### src/rtl/alu_op_sequencer.sv
// Command-issue front end for the 8-bit ALU: queues commands, issues them one at a time,
// waits out the ALU latency and holds the result. Optional opcode screening: ALU_SEQ_OPCHECK_EN.
module alu_op_sequencer #(
    parameter int DEPTH   = 4,
    parameter int ALU_LAT = 1
) (
    input  logic                     clk,
    input  logic                     rst,
    input  logic                     cmd_valid,
    output logic                     cmd_ready,
    input  logic [7:0]               cmd_a,
    input  logic [7:0]               cmd_b,
    input  logic [3:0]               cmd_op,
    output logic [7:0]               alu_a,
    output logic [7:0]               alu_b,
    output logic [3:0]               alu_s,
    output logic                     alu_rw,
    input  logic [7:0]               alu_f,
    input  logic [5:0]               alu_flags,
    output logic                     res_valid,
    input  logic                     res_ready,
    output logic [7:0]               res_f,
    output logic [5:0]               res_flags,
    output logic                     res_err,
    output logic [$clog2(DEPTH):0]   fifo_count,
    output logic                     busy
);
    localparam int AW = $clog2(DEPTH);
    localparam int CW = AW + 1;
    localparam logic [3:0] CNT_INIT = 4'(ALU_LAT - 1);

    localparam logic [1:0] ST_IDLE   = 2'd0;
    localparam logic [1:0] ST_WAIT   = 2'd1;
    localparam logic [1:0] ST_RESULT = 2'd2;

    logic [7:0]    mem_a  [DEPTH];
    logic [7:0]    mem_b  [DEPTH];
    logic [3:0]    mem_op [DEPTH];
    logic [AW-1:0] wr_ptr;
    logic [AW-1:0] rd_ptr;
    logic [CW-1:0] count;
    logic [1:0]    state;
    logic [3:0]    cnt;
    logic          push;
    logic          pop;
    logic          full;

    assign full       = (count == CW'(DEPTH));
    assign cmd_ready  = rst & ~full;
    assign push       = cmd_valid & cmd_ready;
    assign pop        = (state == ST_IDLE) && (count != '0);
    assign fifo_count = count;
    assign busy       = (state != ST_IDLE) || (count != '0);

    // Storage carries data only; occupancy is tracked by the pointers and count.
    always_ff @(posedge clk) begin
        if (push) begin
            mem_a[wr_ptr]  <= cmd_a;
            mem_b[wr_ptr]  <= cmd_b;
            mem_op[wr_ptr] <= cmd_op;
        end
    end

    always_ff @(posedge clk) begin
        if (!rst) begin
            wr_ptr <= '0;
            rd_ptr <= '0;
            count  <= '0;
        end else begin
            if (push) wr_ptr <= wr_ptr + 1'b1;
            if (pop)  rd_ptr <= rd_ptr + 1'b1;
            case ({push, pop})
                2'b10:   count <= count + 1'b1;
                2'b01:   count <= count - 1'b1;
                default: count <= count;
            endcase
        end
    end

`ifdef ALU_SEQ_OPCHECK_EN
    logic res_err_q;
    assign res_err = res_err_q;

    function automatic logic is_illegal(input logic [3:0] op);
        return (op == 4'b0010) || (op == 4'b0100) || (op == 4'b0101) ||
               (op == 4'b0110) || (op == 4'b0111);
    endfunction
`else
    assign res_err = 1'b0;
`endif

    always_ff @(posedge clk) begin
        if (!rst) begin
            state     <= ST_IDLE;
            cnt       <= '0;
            alu_a     <= '0;
            alu_b     <= '0;
            alu_s     <= '0;
            alu_rw    <= 1'b0;
            res_valid <= 1'b0;
            res_f     <= '0;
            res_flags <= '0;
`ifdef ALU_SEQ_OPCHECK_EN
            res_err_q <= 1'b0;
`endif
        end else begin
            case (state)
                ST_IDLE: begin
                    if (pop) begin
`ifdef ALU_SEQ_OPCHECK_EN
                        // Rejected opcodes never reach the ALU; the error result uses the same slot.
                        if (is_illegal(mem_op[rd_ptr])) begin
                            state     <= ST_RESULT;
                            res_valid <= 1'b1;
                            res_f     <= '0;
                            res_flags <= '0;
                            res_err_q <= 1'b1;
                        end else begin
                            alu_a     <= mem_a[rd_ptr];
                            alu_b     <= mem_b[rd_ptr];
                            alu_s     <= mem_op[rd_ptr];
                            alu_rw    <= 1'b1;
                            cnt       <= CNT_INIT;
                            res_err_q <= 1'b0;
                            state     <= ST_WAIT;
                        end
`else
                        alu_a  <= mem_a[rd_ptr];
                        alu_b  <= mem_b[rd_ptr];
                        alu_s  <= mem_op[rd_ptr];
                        alu_rw <= 1'b1;
                        cnt    <= CNT_INIT;
                        state  <= ST_WAIT;
`endif
                    end
                end
                ST_WAIT: begin
                    if (cnt == '0) begin
                        res_f     <= alu_f;
                        res_flags <= alu_flags;
                        res_valid <= 1'b1;
                        alu_rw    <= 1'b0;
                        state     <= ST_RESULT;
                    end else begin
                        cnt <= cnt - 1'b1;
                    end
                end
                ST_RESULT: begin
                    if (res_ready) begin
                        res_valid <= 1'b0;
                        state     <= ST_IDLE;
                    end
                end
                default: state <= ST_IDLE;
            endcase
        end
    end
endmodule

### config.mk
export PLATFORM = sky130hd
export DESIGN_NAME = alu_op_sequencer
export DESIGN_NICKNAME = d
export VERILOG_FILES = /design/src/rtl/alu_op_sequencer.sv
export SDC_FILE = /design/constraint.sdc
export NUM_CORES = 1
export LEC_CHECK = 0
export CAP_MARGIN = 20
export CORE_ASPECT_RATIO = 1.2
export CORE_UTILIZATION = 45
export CTS_BUF_LIST = sky130_fd_sc_hd__clkbuf_8 sky130_fd_sc_hd__clkbuf_16
export CTS_CLUSTER_DIAMETER = 150
export DETAILED_ROUTE_END_ITERATION = 10
export GPL_ROUTABILITY_DRIVEN = 0
export PLACE_DENSITY = 0.68
export SYNTH_ARGS = -nofsm -noshare
export SYNTH_HDL_FRONTEND = slang
export SYNTH_SLANG_ARGS = --single-unit
### constraint.sdc
create_clock -name clk -period 3.5 [get_ports clk]
set_input_delay 0.525 -clock clk [delete_from_list [all_inputs] [get_ports clk]]
set_output_delay 0.525 -clock clk [all_outputs]
set_load 0.01 [all_outputs]
==> impl_metrics.csv <==
group,metric,value,unit
status,status,"finished clean",
die,core-area,0.01057,mm²
clock_network,cts_made_buffers,17,
logic_synthesis,synthFlopType,"edfxtp_1",
flow_run,maxCapViolCount,0,
clock_network,cts_root_buf,"clkbuf_16",
logic_synthesis,avgSynthCellArea,15.66,µm²
route,viasPerCell,5.377,
clock_network,cts.htree.levels,4,
setup_path,cp.required,2.97,ns
sta,worstMarginPinSlew,1.067,ns
setup_path,crit_arrival,2.11,ns
sta,fin_worst_skew,0.005116,ns
logic_synthesis,ys_types,41,
sta,min_period,2.637,ns
global_route,antenna_found_initial,0,
die,die_x,97.43,µm
logic_synthesis,async_flop_share,0,%
route,ant_nets,0,
sta,finalHoldViolations,0,
cells_and_area,postLayoutCellArea,0.006362,mm²
cells_and_area,fin_nets,445,
power_and_ir_drop,p_leak,2.200,nW
global_route,grt_pass1_vias,2819,
placed_design,port-buffer-count,78,
logic_synthesis,synth_cells,314,
global_route,grtUsageMet3,5.865,%
cells_and_area,multi_input_area,0.001358,mm²
power_and_ir_drop,ir_drop,0.4298,mV
logic_synthesis,ys_seq_area_share,68.80,%
global_route,grt_pass1_wl,14620,µm
route,drc,0,
placed_design,place_area,0.005793,mm²
logic_synthesis,syn_nets,360,
clock_network,cts.sinks,129,
clock_network,clockBufferDepth,2,
route,wirelength,9137,µm
route,routedWlPerCell,16.89,µm
route,drtIter0Drc,126,
setup_path,critPathCaptureType,"primary output",
cells_and_area,final_layout_size_suffix_gt1_share,14.32,%
placed_design,hpwl,5634,µm
sta,period_share,75.33,%
logic_synthesis,synth-edff-count,80,
global_route,use_met2,29.88,%
logic_synthesis,synth_top_area_share,48.85,%
cells_and_area,num_antenna_cells,0,
power_and_ir_drop,finalPower,4.955,mW
logic_synthesis,syn-cell-area,0.004917,mm²
cells_and_area,area_delta_synth_final,29.39,%
route,vias,2909,
die,die_y,116.5,µm
sta,whs,0.4750,ns
setup_path,critPathMaxFanout,23,
logic_synthesis,yosys_warnings,0,
sta,slew_viol_final,0,
global_route,globalRoute.totalOverflow,0,
logic_synthesis,synth.most_common_cell,"edfxtp_1",
global_route,grt.total_usage,17.51,%
die,ioPinCount,80,
clock_network,clk_pin_slew,0.05,ns
global_route,use_met1,20.23,%
die,start_util,46.53,%
global_route,top_usage_layer,"met2",
clock_network,cts_hold_buf,0,
die,design.die.area,0.01135,mm²
logic_synthesis,ys_ff_latch,129,
die,rows,41,
cells_and_area,fillers,836,
placed_design,dp.cells,509,
cells_and_area,instances_no_fill,541,
power_and_ir_drop,powerDensity,778.9,mW/mm²
sta,setup_tns,0,ns
route,first_pass_iters,4,
cells_and_area,area.sequential,0.003385,mm²
worst_hold_path,hp-class,"flop to flop",
logic_synthesis,yosysTopAreaCell,"edfxtp_1",
clock_network,insertion_delay,0.41,ns
setup_path,startpoint_type,"primary input",
global_route,grt_max_degree,24,
sta,setup_viol,0,
sta,clock.fmax,379.3,MHz
logic_synthesis,synth.area.top_cells,"edfxtp_1, dfxtp_1, mux4_2",
setup_path,worstSetupPathType,"primary input to primary output",
clock_network,ctsResizeCount,0,
clock_network,cts_setup_buffers,0,
logic_synthesis,synth_commonest_cells,"edfxtp_1, dfxtp_1, a21oi_1",
sta,rsz0062_at_grt,"false",
clock_network,cts_tree,"built",
sta,slew_headroom,28.76,%
layer usage:
layer / routed length, µm / part of all wire (%)
met3: 438 / 4.8
met4: 139 / 1.5
met2: 4870 / 53
met5: 0 / 0
met1: 3689 / 40
cell type report:
| type | instances | area share (%) |
|---|---|---|
| Clock buffer | 19 | 7.296 |
| Inverter | 11 | 0.6490 |
| Multi-Input combinational cell | 153 | 21.34 |
| Tap cell | 129 | 2.537 |
| Sequential cell | 129 | 53.20 |
| Clock inverter | 13 | 1.652 |
| Timing Repair Buffer | 87 | 13.33 |
critical path, stage by stage:
cell	delay, ns
clkdlybuf4s50_1	0.45
buf_4	0.16
inv_1	0.07
buf_4	0.21
a21oi_1	0.14
clkdlybuf4s50_1	0.54
state kept, by name, indices dropped and copies added, names as in the netlist:
signal      cells
res_f           8
res_flags       6
mem_b          32
state           2
cnt             4
mem_a          32
alu_a           8
res_valid       1
mem_op         16
wr_ptr          2
alu_b           8
alu_rw          1
rd_ptr          2
alu_s           4
fifo_count      3
report_power, final:
part / switching, mW / total [mW] / internal, mW
logic: 0.554 / 1.23 / 0.676
registers: 0.194 / 2.06 / 1.86
clock network: 0.584 / 1.67 / 1.08
cells by family after synthesis:
group,after synthesis,share of synthesized area [%]
mux,23,9.771
buf+inv,32,3.588
flops,129,68.80
other cells,1,0.07626
compound gates,70,9.415
fa+ha+maj,8,2.188
xor+xnor,2,0.3563
simple gates,49,5.801
cells in the final DEF, fill, tap and decap left out, types with 3 or more instances in the layout:
master,count
a21oi_1,21
a22o_1,20
and2_1,4
buf_4,9
clkbuf_16,18
clkdlybuf4s50_1,78
clkinv_2,3
dfxtp_1,48
edfxtp_1,80
ha_1,7
inv_1,18
mux2i_1,3
mux4_2,20
nand2_1,4
nand3_1,15
nor2_1,9
o21a_1,3
o21ai_0,16
o21ai_1,3
or3_1,4
per-stage QoR:
step	setup slack [ns]	utilization, %
2_1_floorplan	1.289	-
3_3_place_gp	0.8336	54.82
3_5_place_dp	0.7415	54.82
4_1_cts	0.8465	60.21
5_1_grt	0.7666	60.21
6_report	0.8633	60.21
path summary, 6_finish.rpt:
kind / slack (ns) / depth (start not counted) / from / to
worst max-delay path: 0.86 / 6 / rst / cmd_ready
worst min-delay path: 0.48 / 1 / alu_b[3]$_SDFFE_PN0P_ / alu_b[3]$_SDFFE_PN0P_
worst max register to register: 1.24 / 8 / state[0]$_SDFFE_PN0P_ / fifo_count[2]$_SDFFE_PN0P_
worst min register to register: 0.48 / 1 / alu_b[3]$_SDFFE_PN0P_ / alu_b[3]$_SDFFE_PN0P_
(Power assumes the default switching activity.)
